<file path="config.mk">
export PLATFORM = sky130hd
export DESIGN_NAME = fb_rect_writer
export DESIGN_NICKNAME = d
export VERILOG_FILES = /design/src/rtl/fb_pkg.sv /design/src/rtl/fb_rect_clip.sv /design/src/rtl/fb_rect_writer.sv
export SDC_FILE = /design/constraint.sdc
export NUM_CORES = 1
export LEC_CHECK = 0
export ABC_AREA = 1
export BUFFER_PORTS_ARGS = -buffer_cell sky130_fd_sc_hd__buf_2
export CAP_MARGIN = 20
export CORE_UTILIZATION = 30
export CTS_CLUSTER_SIZE = 16
export DETAILED_ROUTE_END_ITERATION = 8
export REMOVE_ABC_BUFFERS = 1
export SKIP_CTS_REPAIR_TIMING = 1
export SLEW_MARGIN = 40
export SYNTH_ARGS = -nofsm -noshare
export SYNTH_HDL_FRONTEND = slang
export SYNTH_SLANG_ARGS = --single-unit
</file>
<file path="constraint.sdc">
create_clock -name i_write_clk -period 7.7 [get_ports i_write_clk]
set_input_delay 0.385 -clock i_write_clk [delete_from_list [all_inputs] [get_ports i_write_clk]]
set_output_delay 0.385 -clock i_write_clk [all_outputs]
set_load 0.02 [all_outputs]
</file>
<file path="src/rtl/fb_pkg.sv">
// Shared frame-buffer constants, write-engine state encoding and row-base helper.
// The frame buffer itself imports the same geometry.
package fb_pkg;

  localparam int FB_WIDTH   = 640;
  localparam int FB_HEIGHT  = 480;
  localparam int ADDR_WIDTH = 19;
  localparam int DATA_WIDTH = 24;

  typedef enum logic [1:0] {
    ST_IDLE   = 2'd0,
    ST_SETUP  = 2'd1,
    ST_FILL   = 2'd2,
    ST_FINISH = 2'd3
  } fb_state_t;

  // y*640 as (y<<9)+(y<<7) so no multiplier is inferred.
  function automatic logic [ADDR_WIDTH-1:0] fb_row_base(input logic [8:0] y);
    logic [ADDR_WIDTH-1:0] y_ext;
    y_ext = ADDR_WIDTH'(y);
    return (y_ext << 9) + (y_ext << 7);
  endfunction

endpackage

</file>
<file path="src/rtl/fb_rect_clip.sv">
// Combinational clipper: trims a rectangle to the visible frame and flags
// rectangles with nothing left to draw. Shared with the sprite blitter.
module fb_rect_clip
  import fb_pkg::*;
(
  input  logic [9:0]  i_x,
  input  logic [8:0]  i_y,
  input  logic [9:0]  i_w,
  input  logic [8:0]  i_h,
  output logic [10:0] o_w_eff,
  output logic [10:0] o_h_eff,
  output logic        o_empty
);

  logic [10:0] w_x;
  logic [10:0] w_y;
  logic [10:0] w_w;
  logic [10:0] w_h;
  logic [10:0] w_room_x;
  logic [10:0] w_room_y;

  assign w_x = {1'b0, i_x};
  assign w_y = {2'b00, i_y};
  assign w_w = {1'b0, i_w};
  assign w_h = {2'b00, i_h};

  // Only meaningful when the origin is on-screen; empty masks the rest.
  assign w_room_x = 11'(FB_WIDTH) - w_x;
  assign w_room_y = 11'(FB_HEIGHT) - w_y;

  assign o_empty = (w_x >= 11'(FB_WIDTH)) || (w_y >= 11'(FB_HEIGHT)) ||
                   (i_w == 10'd0) || (i_h == 9'd0);

  assign o_w_eff = o_empty ? 11'd0 : ((w_w < w_room_x) ? w_w : w_room_x);
  assign o_h_eff = o_empty ? 11'd0 : ((w_h < w_room_y) ? w_h : w_room_y);

endmodule

</file>
<file path="src/rtl/fb_rect_writer.sv">
// Rectangle-fill write engine: takes one command per valid/ready handshake and
// streams one registered pixel write per clock, row-major, into the frame buffer.
module fb_rect_writer
  import fb_pkg::*;
(
  input  logic                  i_write_clk,
  input  logic                  i_rst_n,
  // Handshake: a command transfers on a rising edge where i_cmd_valid and
  // o_cmd_ready are both high; o_cmd_ready is high only while idle.
  input  logic                  i_cmd_valid,
  output logic                  o_cmd_ready,
  input  logic [9:0]            i_cmd_x,
  input  logic [8:0]            i_cmd_y,
  input  logic [9:0]            i_cmd_w,
  input  logic [8:0]            i_cmd_h,
  input  logic [DATA_WIDTH-1:0] i_cmd_color,
  output logic                  o_write_en,
  output logic [ADDR_WIDTH-1:0] o_write_addr,
  output logic [DATA_WIDTH-1:0] o_write_data,
  output logic                  o_busy,
  output logic                  o_done,
  output logic [1:0]            o_dbg_state
);

  fb_state_t r_state;
  fb_state_t w_state_nx;

  logic [9:0]            r_x;
  logic [8:0]            r_y;
  logic [9:0]            r_w;
  logic [8:0]            r_h;
  logic [DATA_WIDTH-1:0] r_color;
  logic [10:0]           r_w_eff;
  logic [10:0]           r_h_eff;
  logic [10:0]           r_col;
  logic [10:0]           r_row;
  logic [ADDR_WIDTH-1:0] r_row_start;

  logic                  r_cmd_ready;
  logic                  r_write_en;
  logic [ADDR_WIDTH-1:0] r_write_addr;
  logic [DATA_WIDTH-1:0] r_write_data;
  logic                  r_busy;
  logic                  r_done;

  logic                  w_accept;
  logic [10:0]           w_w_eff;
  logic [10:0]           w_h_eff;
  logic                  w_empty;
  logic                  w_last_col;
  logic                  w_last_row;
  logic [ADDR_WIDTH-1:0] w_first_addr;
  logic [ADDR_WIDTH-1:0] w_next_row;

  fb_rect_clip u_clip (
    .i_x     (r_x),
    .i_y     (r_y),
    .i_w     (r_w),
    .i_h     (r_h),
    .o_w_eff (w_w_eff),
    .o_h_eff (w_h_eff),
    .o_empty (w_empty)
  );

  assign w_accept     = (r_state == ST_IDLE) && r_cmd_ready && i_cmd_valid;
  assign w_last_col   = (r_col == r_w_eff - 11'd1);
  assign w_last_row   = (r_row == r_h_eff - 11'd1);
  // r_row_start tracks the address of column 0 of the current row (base + x).
  assign w_first_addr = fb_row_base(r_y) + ADDR_WIDTH'(r_x);
  assign w_next_row   = r_row_start + ADDR_WIDTH'(FB_WIDTH);

  always_ff @(posedge i_write_clk or negedge i_rst_n) begin
    if (!i_rst_n) r_state <= ST_IDLE;
    else          r_state <= w_state_nx;
  end

  always_comb begin
    w_state_nx = r_state;
    case (r_state)
      ST_IDLE:   if (w_accept) w_state_nx = ST_SETUP;
      ST_SETUP:  w_state_nx = w_empty ? ST_FINISH : ST_FILL;
      ST_FILL:   if (w_last_col && w_last_row) w_state_nx = ST_FINISH;
      ST_FINISH: w_state_nx = ST_IDLE;
      default:   w_state_nx = ST_IDLE;
    endcase
  end

  // Status outputs are decoded from the next state so they line up with it.
  always_ff @(posedge i_write_clk or negedge i_rst_n) begin
    if (!i_rst_n) begin
      r_x          <= '0;
      r_y          <= '0;
      r_w          <= '0;
      r_h          <= '0;
      r_color      <= '0;
      r_w_eff      <= '0;
      r_h_eff      <= '0;
      r_col        <= '0;
      r_row        <= '0;
      r_row_start  <= '0;
      r_cmd_ready  <= 1'b0;
      r_write_en   <= 1'b0;
      r_write_addr <= '0;
      r_write_data <= '0;
      r_busy       <= 1'b0;
      r_done       <= 1'b0;
    end else begin
      r_cmd_ready <= (w_state_nx == ST_IDLE);
      r_busy      <= (w_state_nx != ST_IDLE);
      r_done      <= (w_state_nx == ST_FINISH);
      r_write_en  <= (w_state_nx == ST_FILL);
      case (r_state)
        ST_IDLE: begin
          if (w_accept) begin
            r_x     <= i_cmd_x;
            r_y     <= i_cmd_y;
            r_w     <= i_cmd_w;
            r_h     <= i_cmd_h;
            r_color <= i_cmd_color;
          end
        end
        ST_SETUP: begin
          r_w_eff <= w_w_eff;
          r_h_eff <= w_h_eff;
          r_col   <= '0;
          r_row   <= '0;
          if (!w_empty) begin
            r_row_start  <= w_first_addr;
            r_write_addr <= w_first_addr;
            r_write_data <= r_color;
          end
        end
        ST_FILL: begin
          if (w_last_col) begin
            // On the final pixel the address is left alone so it never steps past the frame.
            if (!w_last_row) begin
              r_col        <= '0;
              r_row        <= r_row + 11'd1;
              r_row_start  <= w_next_row;
              r_write_addr <= w_next_row;
            end
          end else begin
            r_col        <= r_col + 11'd1;
            r_write_addr <= r_write_addr + ADDR_WIDTH'(1);
          end
        end
        default: ;
      endcase
    end
  end

  assign o_cmd_ready  = r_cmd_ready;
  assign o_write_en   = r_write_en;
  assign o_write_addr = r_write_addr;
  assign o_write_data = r_write_data;
  assign o_busy       = r_busy;
  assign o_done       = r_done;
  assign o_dbg_state  = r_state;

endmodule

</file>
Yosys cells after proc, flatten, opt, wreduce, memory -nomap -nowiden
Cells that the tools add are included.
- register bits: 174
- input port bits: 65
- output and inout port bits: 49
- word-level logic and storage cells: 81
- add/subtract/negate cells: 10
- $lt $le $gt $ge: 4
- equal/unequal tests: 11
- multiplexer cells: 20
- bitwise operators: 1
- reduce and logical (&&, ||, !) cells: 18
- operators by type and width (kind ; number):
    2-to-1 mux 11 bit ; 8
    2-to-1 mux 19 bit ; 4
    case mux 19 bit (2 select lines) ; 2
    case mux 11 bit (2 select lines) ; 2
    adder 11 x 1 -> 11 bit, second input constant ; 2
    equality test 11 bit ; 2
    subtractor 11 x 1 -> 11 bit, second input constant ; 2
    adder 18 x 16 -> 19 bit ; 1
    adder 19 x 1 -> 19 bit, second input constant ; 1
    adder 19 x 10 -> 19 bit ; 1
    adder 19 x 10 -> 19 bit, second input constant ; 1
    < comparator 10 x 11 -> 1 bit ; 1
    < comparator 9 x 11 -> 1 bit ; 1
    subtractor 10 x 10 -> 11 bit, first input constant ; 1
    greater-or-equal comparator 10 bit, second input constant ; 1
    logical NOT 10 bit ; 1
    subtractor 9 x 9 -> 10 bit, first input constant ; 1
    greater-or-equal comparator 9 bit, second input constant ; 1
    logical NOT 9 bit ; 1
    equality test 2 bit, second input constant ; 4
    case mux 2 bit (4 select lines) ; 1
    inequality test 2 bit, second input constant ; 3
    AND reduction 2 bit ; 3
    AND reduction 3 bit ; 2
    other kinds (10) ; 17

Logic depth before layout (Yosys ltp)
Gate-level depths: netlist of the first run.
- depth in word-level cells: 7
- mapped depth: 18

By module
A second synthesis of the first run with hierarchy kept.
- cells, all modules: 1413
- area total of the unflattened synthesis: 11135.7 µm²
- modules (own cells, without submodules) (module ; instances ; cells each ; area an instance (µm²) ; seq. area each (µm²)):
    fb_rect_writer ; 1 ; 1126 ; 9651.8 ; 4354.2
    fb_rect_clip ; 1 ; 287 ; 1483.9 ; 0.0

Worst setup path after synthesis of the first run
No wires, ideal clock.
- path kind: register to register
- from: register r_x[0]
- to: register r_w_eff[0]
- library setup time: 0.131 ns
- data arrival time: 2.402 ns
- slack: 5.167 ns
- stages on the path, launching flop included: 18
- buffers on the path: 1
- path through: dfrtp_1 -> inv_1 -> ha_1 -> nand2_1 -> nor2_1 -> nand3_1 -> xor2_1 -> ha_1 -> nand2_1 -> o21ai_0 -> a21oi_1 -> o21ai_0 -> nand2_1 -> nand2_1 -> clkbuf_1 -> nand3_1 -> nand3_1 -> o21ai_0
- longest elaborated chain between the ends: 5
- elaborated cells between the ends (all ways): 8
- ends and longest elaborated chain (element ; RTL line ; text):
    start: declaration ; fb_rect_writer.sv:28 ; logic [9:0] r_x;
    start signal: assignment ; fb_rect_writer.sv:115 ; r_x <= i_cmd_x;
    parallel branches: the longest is 4 deep, another holds subtractor 10 x 10 -> 11 bit ; -- ;
    2-to-1 mux 11 bit (*) ; fb_rect_clip.sv:34 ; assign o_w_eff = o_empty ? 11'd0 : ((w_w < w_room_x) ? w_w : w_room_x);
    end signal: assignment ; fb_rect_writer.sv:123 ; r_w_eff <= w_w_eff;
    end: declaration ; fb_rect_writer.sv:33 ; logic [10:0] r_w_eff;
Every way passes the cells marked *.
A chain may end at the register's enable or synchronous reset.

Final worst setup path of the first run
- from: register r_x[0]
- to: register r_w_eff[6]
The elaborated chain is that of the path after synthesis.

==> flow_summary_export.csv, run 1 <==
group,metric,value,unit
run_status,outcome,"completed",
critical_path,crit_fanout,11,
synth,synthCells,1457,
critical_path,r2r-start,"r_x[0]",
clock_tree,cts_buffers,17,
critical_path,worstSetupPathType,"reg -> reg",
synth,synth_top_flop_cell,"dfrtp_1",
power_and_ir_drop,p_per_area,472.6,nW/µm²
synth,synthTopCellsByArea,"dfrtp_1 41%, nand2_1 16%, inv_1 5.5%, ha_1 5.3%, nand3_1 5.0%",
clock_tree,clock-root-buffer,"clkbuf_16",
critical_path,crit_start,"r_x[0]",
critical_path,cp_data_arrival_time,3.54,ns
drt,viasPerCell,4.777,
sta,fmax,311.3,MHz
global_route,grt_max_degree,90,
place,port_buffers,113,
layout,area_growth,15.11,%
place,globalplace.congestion,0.9271,
drt,drtAntennaViolNets,0,
global_route,grt-ovfl-total,0,
clock_tree,path_clk_slew,0.08,ns
clock_tree,clock_latency,0.46,ns
critical_path,worstPathCellList,"inv_1, ha_1, nand2_1, nor2_1, nand3_1, nor2_1, nor2_1, xor2_1, ha_1, a21oi_1, o21ai_0, nand2_1, nand2_1, nand2_1, nand2_1, nand3_1, o21ai_0",
drt,drt_iter0_markers,548,
floorplan,die_area,36380,µm²
place,dp_hpwl,21740,µm
drt,routed_wl,29120,µm
synth,yosys.area.top_type,"dfrtp_1",
sta,setup_tns,0,ns
sta,tightest_slew,0.8214,ns
critical_path,slowest_delay,0.41,ns
floorplan,start_util,30.71,%
synth,synth_edf_count,0,
global_route,grt_first_pass_wirelength,48240,µm
drt,routedWlPerCell,14.41,µm
floorplan,core,34800,µm²
sta,grt_setup_unrepaired,"false",
sta,drv_slew,0,
synth,async_flop_share,100.0,%
clock_tree,cts_max_path_buffers,2,
synth,seq_area_frac_synth,40.52,%
job,drv_cap,0,
power_and_ir_drop,peakVddDrop,0.2484,mV
synth,yosysWarningCount,0,
sta,finalClockSkew,0.01710,ns
floorplan,die_h,190.7,µm
synth,synth_area,10690,µm²
synth,synth_cell_types,41,
global_route,grt_pass1_vias,9513,
sta,finalSetupViolCount,0,
layout,stdcell_count,2021,
sta,finalCriticalPeriod,3.212,ns
global_route,antenna_found_initial,3,
critical_path,cp_slowest_cell,"dfrtp_1",
drt,vias,9654,
synth,synth_area_per_cell,7.334,µm²
worst_hold_path,worstHoldStart,"i_cmd_y[4]",
synth,yosys_register_bits,173,
critical_path,worstPathRequired,8.03,ns
worst_hold_path,hp-class,"in -> reg",
synth,yosys.area.top_type_share,40.52,%
sta,fin_crit_sh,41.72,%
sta,relSlewSlack,45.10,%
critical_path,end_kind,"register",
floorplan,rows,68,
layout,num-nets-final,1664,
power_and_ir_drop,leakagePower,6.373,nW
place,placed_cells,1987,
clock_tree,cts_sinks,173,
global_route,track_usage,16.66,%
layout,layout-drive-gt1-share,13.16,%
sta,finalHoldViolCount,0,
critical_path,critPathLaunchType,"register",
critical_path,critPathMostFrequentCell,"nand2_1",
floorplan,num_io_pins,114,
clock_tree,cts_tree,"built",
floorplan,fp.dieW,190.7,µm
drt,drcViolationCount,0,
drt,dr.pass1.iters,5,
clock_tree,htreeDepth,4,
## area by class of cell
class / instances / area, µm²
Fill cell: 3685 / 22500
Multi-Input combinational cell: 1077 / 5534
Sequential cell: 173 / 4329
Timing Repair Buffer: 120 / 634.4
Inverter: 163 / 611.8
Tap cell: 455 / 569.3
Clock buffer: 17 / 425.4
Clock inverter: 15 / 192.7
Antenna cell: 1 / 2.502
## power by group
group / switching (mW) / internal (mW) / leakage [nW]
registers: 0.360 / 1.29 / 2.10
logic: 2.18 / 1.06 / 3.98
clock network: 0.448 / 0.471 / 0.295
## worst max-delay path, delay by kind of cell (launching register included)
family / cells / cell delay [ns]
AND/OR/NAND/NOR: 10 / 1.51
adder cells (fa/ha/maj): 2 / 0.49
flip-flops: 1 / 0.41
AO/OA/AOI/OAI: 3 / 0.30
XOR/XNOR: 1 / 0.21
buffers and inverters: 1 / 0.16
## final timing paths
check	endpoint	slack (ns)	cells after the start
max	r_w_eff[6]	4.49	17
min	r_y[4]	0.16	2
max in group asynchronous	r_color[21]	6.18	3
min reg2reg	o_write_data[16]	0.49	2
max reg2reg	r_w_eff[6]	4.49	17
min in group asynchronous	r_h[1]	0.42	2
## registers in the layout (all words and copies together), names as in the netlist, 9 cells and up
signal        count
o_write_addr     19
o_write_data     24
r_col            11
r_color          24
r_h               9
r_h_eff          10
r_row            11
r_row_start      19
r_w              10
r_w_eff          11
r_x              10
r_y               9
## cell families (layout without fill, tap and decap cells)
| logic type | after synthesis | after routing | synth area share, % |
|---|---|---|---|
| simple gates | 794 | 794 | 32.15 |
| other cells | 0 | 1 | 0 |
| compound gates | 172 | 172 | 8.372 |
| xor+xnor | 53 | 53 | 4.344 |
| fa+ha+maj | 47 | 47 | 5.644 |
| mux | 11 | 11 | 1.159 |
| buf+inv | 207 | 315 | 7.810 |
| flops | 173 | 173 | 40.52 |
## per-layer routing
metal	vias up	wire (µm)	global-route usage [%]
met3	41	1640	4.343
met1	4497	13380	20.93
met4	6	601	5.477
li1	4875	-	-
met2	235	13450	27.61
met5	-	37	0
## synthesized netlist by cell type (2+ instances only)
| cell | instances |
|---|---|
| nand2_1 | 451 |
| dfrtp_1 | 173 |
| inv_1 | 156 |
| nor2_1 | 135 |
| nand3_1 | 107 |
| a21oi_1 | 77 |
| o21ai_0 | 76 |
| ha_1 | 45 |
| nand4_1 | 40 |
| xor2_1 | 36 |
| clkbuf_1 | 25 |
| nor3_1 | 19 |
| xnor2_1 | 17 |
| buf_2 | 12 |
| mux2_2 | 11 |
| o21ai_1 | 8 |
| nand3b_1 | 7 |
| nor2_2 | 7 |
| inv_2 | 6 |
| nand2_2 | 6 |
| o21ai_2 | 6 |
| nand3_2 | 4 |
| nor4_1 | 4 |
| or2_2 | 4 |
| nand2_4 | 3 |
| nor2_4 | 3 |
| buf_1 | 2 |
| buf_4 | 2 |
| fa_1 | 2 |
| nor2_8 | 2 |
## metrics by stage
step / hold slack (ns) / total power, mW / setup slack (ns) / utilization (%) / area [µm²]
after floorplan: 0.08941 / 3.953 / 3.981 / - / 10460
after global placement: 0.3562 / 4.855 / 4.532 / 33.51 / 11660
after detailed placement: 0.3524 / 4.919 / 4.523 / 33.53 / 11670
after CTS: -0.1443 / 5.860 / 4.503 / 35.31 / 12290
after global routing: 0.1514 / 6.405 / 4.143 / 35.34 / 12300
final: 0.1613 / 5.813 / 4.488 / 35.34 / 12300
## placed cells by master (no fill, tap or decap), types with 36 or more instances in the layout
cell and instances:
a21oi_1 77, buf_2 112, dfrtp_1 173, ha_1 45, inv_1 156, nand2_1 451
nand3_1 106, nand4_1 40, nor2_1 135, o21ai_0 75, xor2_1 36
(Power assumes the default switching activity.)
==> run 2: changes to the inputs <==
clock period = 2.6 ns   (was 7.7 ns; I/O delays follow)
==> flow_summary_export.csv, run 2 (synthesis results as in run 1) <==
group,metric,value,unit
critical_path,crit_start,"r_x[1]",
worst_hold_path,hp-class,"in -> reg",
sta,finalHoldViolCount,0,
place,dp_hpwl,21810,µm
critical_path,crit_fanout,5,
floorplan,die_area,36380,µm²
place,dpl_cell_area,12050,µm²
drt,drt_iter0_markers,646,
layout,final_common_cell,"nand2_1",
layout,final_cell_mix,"447 x nand2_1, 170 x dfrtp_1, 154 x inv_1",
layout,stdcell_count,2125,
clock_tree,htreeDepth,4,
clock_tree,path_clk_slew,0.07,ns
layout,diodes,0,
floorplan,rows,68,
sta,drv_slew,0,
power_and_ir_drop,peakVddDrop,0.7963,mV
critical_path,worstPathRequired,2.94,ns
drt,drcViolationCount,0,
sta,tightest_slew,0.7832,ns
layout,num-nets-final,1769,
sta,hold_ws,0.005487,ns
clock_tree,cts_max_path_buffers,2,
layout,final_area,13470,µm²
drt,drtAntennaViolNets,0,
clock_tree,cts_tree,"built",
clock_tree,clock_latency,0.45,ns
job,drv_cap,0,
sta,grt_setup_unrepaired,"true",
drt,viasPerCell,4.717,
clock_tree,cts_buffers,17,
global_route,antenna_found_initial,0,
critical_path,critPathLaunchType,"register",
floorplan,core,34800,µm²
global_route,track_usage,16.70,%
floorplan,fp.dieW,190.7,µm
floorplan,die_h,190.7,µm
global_route,grt_first_pass_wirelength,48420,µm
drt,dr.pass1.iters,7,
sta,fin_crit_sh,98.87,%
place,globalplace.congestion,0.9374,
critical_path,end_kind,"register",
drt,routed_wl,29980,µm
place,placed_cells,2027,
layout,layout-drive-gt1-share,16.77,%
sta,finalSetupViolCount,0,
power_and_ir_drop,finalPower,18.39,mW
clock_tree,clock-root-buffer,"clkbuf_16",
floorplan,num_io_pins,114,
floorplan,start_util,30.71,%
sta,finalCriticalPeriod,2.571,ns
power_and_ir_drop,leakagePower,6.889,nW
layout,final_util,38.71,%
clock_tree,cts_sinks,173,
run_status,outcome,"completed",
critical_path,r2r-start,"r_x[1]",
global_route,grt_max_degree,111,
global_route,grt-ovfl-total,0,
place,port_buffers,113,
critical_path,cp_data_arrival_time,2.91,ns
sta,relSlewSlack,47.24,%
layout,area_growth,26.07,%
sta,fmax,389.0,MHz
drt,vias,10020,
power_and_ir_drop,p_per_area,1365,nW/µm²
drt,routedWlPerCell,14.11,µm
critical_path,worstSetupPathType,"reg -> reg",
sta,finalClockSkew,0.01260,ns
global_route,grt_pass1_vias,9599,
worst_hold_path,worstHoldStart,"i_cmd_y[0]",
[run 2: changes by cell type in the layout (fill, tap and decap cells not counted), moves of 6 or more]
cell           before  now
o21ai_1             9   22
dlygate4sd3_1       1   61
o21ai_0            75   61
buf_12              0    7
nor2_1            135  129
buf_4               4   40
[run 2: layer usage]
| metal | track usage [%] | part of all wire (%) | up-vias |
|---|---|---|---|
| met1 | 21.17 | 46 | 4696 |
| met5 | 0 | 0 | - |
| met4 | 6.400 | 2.5 | 0 |
| li1 | - | - | 5070 |
| met3 | 4.067 | 4.2 | 47 |
| met2 | 27.26 | 47 | 211 |
[run 2: area by class of cell]
| type | count | area (µm²) |
|---|---|---|
| flip-flops and latches | 173 | 4333 |
| clock inverters | 13 | 123.9 |
| multi-input cells | 1078 | 5723 |
| fillers | 3558 | 21330 |
| well taps | 455 | 569.3 |
| repair buffers | 224 | 1657 |
| inverters | 163 | 611.8 |
| clock buffers | 19 | 452.9 |
[run 2: final timing paths]
| kind | depth (start not counted) | end | slack, ns |
|---|---|---|---|
| max | 17 | r_w_eff[4] | 0.03 |
| min | 3 | r_y[0] | 0.005 |
| max reg2reg | 17 | r_w_eff[4] | 0.03 |
| min reg2reg | 2 | o_write_data[13] | 0.49 |
| max in group asynchronous | 3 | r_w_eff[1] | 1.61 |
| min in group asynchronous | 2 | r_h_eff[6] | 0.29 |
[run 2: through the flow]
step / TNS [ns] / setup WS [ns]
after global routing: -1.046 / -0.1317
after CTS: -0.8324 / -0.09653
final: 0 / 0.02948
after detailed placement: -0.7469 / -0.08820
after floorplan: -62.69 / -1.119
after global placement: 0 / 0.02658
[run 2: where the power goes]
part / switching, mW / leakage, nW / internal (mW)
registers: 1.05 / 2.09 / 3.83
logic: 6.90 / 4.52 / 4.06
clock network: 1.24 / 0.277 / 1.32
total: 9.19 / 6.89 / 9.20
[run 2: critical path: stages (launching register included)]
cell and delay, ns:
dfrtp_1 0.39, inv_2 0.09, ha_4 0.16, nand2_4 0.06
nor2_4 0.14, nand3_4 0.12, nor2_4 0.14, nor2_2 0.07
xor2_2 0.18, ha_1 0.31, nand2_1 0.07, o21ai_1 0.15
nand2_1 0.11, nand2_4 0.13, buf_6 0.13, nand3_1 0.06
nand3_1 0.08, o21ai_1 0.07
==> run 3: changes to the inputs <==
BUFFER_PORTS_ARGS = default   (was -buffer_cell sky130_fd_sc_hd__buf_2)
DONT_BUFFER_PORTS = 1   (was default)
==> flow_summary_export.csv, run 3 (synthesis results as in run 1) <==
group,metric,value,unit
run_status,outcome,"complete, but fails checks",
run_status,failed_checks,"negative hold slack",
clock_tree,clock-root-buffer,"clkbuf_16",
clock_tree,cts_max_path_buffers,2,
sta,fin_crit_sh,97.61,%
sta,fmax,394.0,MHz
critical_path,crit_buf_inv,2,
sta,hold_ws,-0.6276,ns
place,globalplace.congestion,0.8895,
layout,final_util,37.53,%
clock_tree,clock_latency,0.46,ns
global_route,track_usage,16.65,%
critical_path,slowest_delay,0.39,ns
power_and_ir_drop,switchingPower,9.120,mW
place,placed_cells,1927,
critical_path,critPathLaunchType,"register",
drt,dr.pass1.iters,5,
power_and_ir_drop,clkPwrFrac,15.4,%
power_and_ir_drop,p_per_area,1400,nW/µm²
drt,routedWlPerCell,14.50,µm
global_route,grt_pass1_vias,9437,
global_route,grt_max_degree,174,
power_and_ir_drop,comb_power_share,55.7,%
critical_path,crit_fanout,5,
clock_tree,path_clk_slew,0.08,ns
sta,relSlewSlack,47.17,%
critical_path,r2r-start,"r_x[1]",
critical_path,cp_slowest_cell,"dfrtp_1",
global_route,grt_first_pass_wirelength,47850,µm
drt,drtAntennaViolNets,0,
floorplan,die_h,190.7,µm
clock_tree,cts_sinks,173,
floorplan,die_area,36380,µm²
critical_path,end_kind,"register",
layout,stdcell_count,2030,
drt,vias,9704,
clock_tree,cts_buffers,17,
drt,drt_iter0_markers,564,
clock_tree,cts_tree,"built",
critical_path,cp_top_family,"simple AND/OR/NAND/NOR gates",
layout,area_growth,22.21,%
floorplan,fp.dieW,190.7,µm
critical_path,worstPathCellList,"inv_2, ha_4, nand2_4, nor2_4, nand3_4, xor2_2, ha_1, nand2_1, o21ai_1, a21oi_1, o21ai_1, nand2_1, nand2_4, buf_6, nand3_1, nand3_1, o21ai_0",
clock_tree,htreeDepth,4,
drt,drcViolationCount,0,
layout,layout-drive-gt1-share,11.88,%
power_and_ir_drop,p_int,9.158,mW
floorplan,start_util,30.71,%
power_and_ir_drop,peakVddDrop,0.7374,mV
critical_path,worstSetupPathType,"reg -> reg",
floorplan,num_io_pins,114,
critical_path,cp_data_arrival_time,2.88,ns
layout,final_area,13060,µm²
place,port_buffers,0,
place,dp_hpwl,21570,µm
place,dpl_cell_area,11540,µm²
sta,finalHoldViolCount,173,
global_route,antenna_found_initial,1,
drt,routed_wl,29440,µm
critical_path,worstPathRequired,2.94,ns
power_and_ir_drop,p_sw_share,49.90,%
sta,grt_setup_unrepaired,"true",
global_route,grt-ovfl-total,0,
power_and_ir_drop,p_seq_share,28.9,%
sta,tightest_slew,0.7842,ns
job,drv_cap,0,
sta,finalClockSkew,0.01093,ns
drt,viasPerCell,4.780,
critical_path,crit_start,"r_x[1]",
layout,num-nets-final,1673,
floorplan,core,34800,µm²
sta,finalCriticalPeriod,2.538,ns
floorplan,rows,68,
sta,finalSetupViolCount,0,
worst_hold_path,hp-class,"in -> async",
power_and_ir_drop,leakagePower,6.517,nW
sta,drv_slew,0,
layout,final_cell_mix,"442 x nand2_1, 170 x dfrtp_1, 154 x inv_1",
layout,final_common_cell,"nand2_1",
==> run 3: worst register-to-register path, delay by kind of cell, from the launching register on <==
family	cells	cell delay, ns
DFF	1	0.39
and+or+nand+nor	8	0.77
adders and majority gates	2	0.47
buffers and inverters	2	0.22
xor gates and xnor gates	1	0.20
AOI/OAI and AO/OA	4	0.38
==> run 3: through the flow <==
stage / setup WS (ns) / setup TNS (ns) / power (mW)
final: 0.06214 / 0 / 18.28
after global routing: -0.08831 / -0.6371 / 20.14
after CTS: -0.009111 / -0.01675 / 17.82
after detailed placement: 0.01295 / 0 / 14.90
after global placement: 0.04705 / 0 / 14.74
after floorplan: -1.119 / -62.69 / 11.71
==> run 3: worst paths after layout <==
| kind | endpoint | slack (ns) | depth (start not counted) |
|---|---|---|---|
| min reg2reg | r_row_start[5] | 0.49 | 2 |
| min in group i_write_clk | r_x[9] | 0.17 | 2 |
| max | r_w_eff[3] | 0.06 | 17 |
| max reg2reg | r_w_eff[3] | 0.06 | 17 |
| min | r_h[0] | -0.63 | 0 |
| max in group asynchronous | r_w_eff[4] | 2.79 | 0 |
==> run 3: layout make-up <==
| cell class | count | area [µm²] |
|---|---|---|
| tap | 455 | 569.3 |
| clock buffer | 17 | 425.4 |
| timing repair buffer | 128 | 1180 |
| inverter | 163 | 611.8 |
| fill | 3553 | 21740 |
| sequential | 173 | 4333 |
| clock inverter | 15 | 224.0 |
| multi-input combinational | 1078 | 5713 |
| antenna | 1 | 2.502 |
==> run 3: power groups by stage <==
stage | registers [mW] | logic, mW | clock network [mW]
global route | 5.45 | 11.7 | 3.01
CTS | 5.28 | 9.64 | 2.90
detailed placement | 5.31 | 9.59 | 0
global placement | 5.30 | 9.44 | 0
floorplan | 5.05 | 6.66 | 0
finish | 5.29 | 10.2 | 2.82
==> run 3: metal layers <==
metal	share of wire (%)	vias up	track usage, %
met1	46	4552	20.87
met2	47	217	26.18
li1	-	4883	-
met5	0	-	0
met4	2.9	0	7.600
met3	4.7	52	5.024
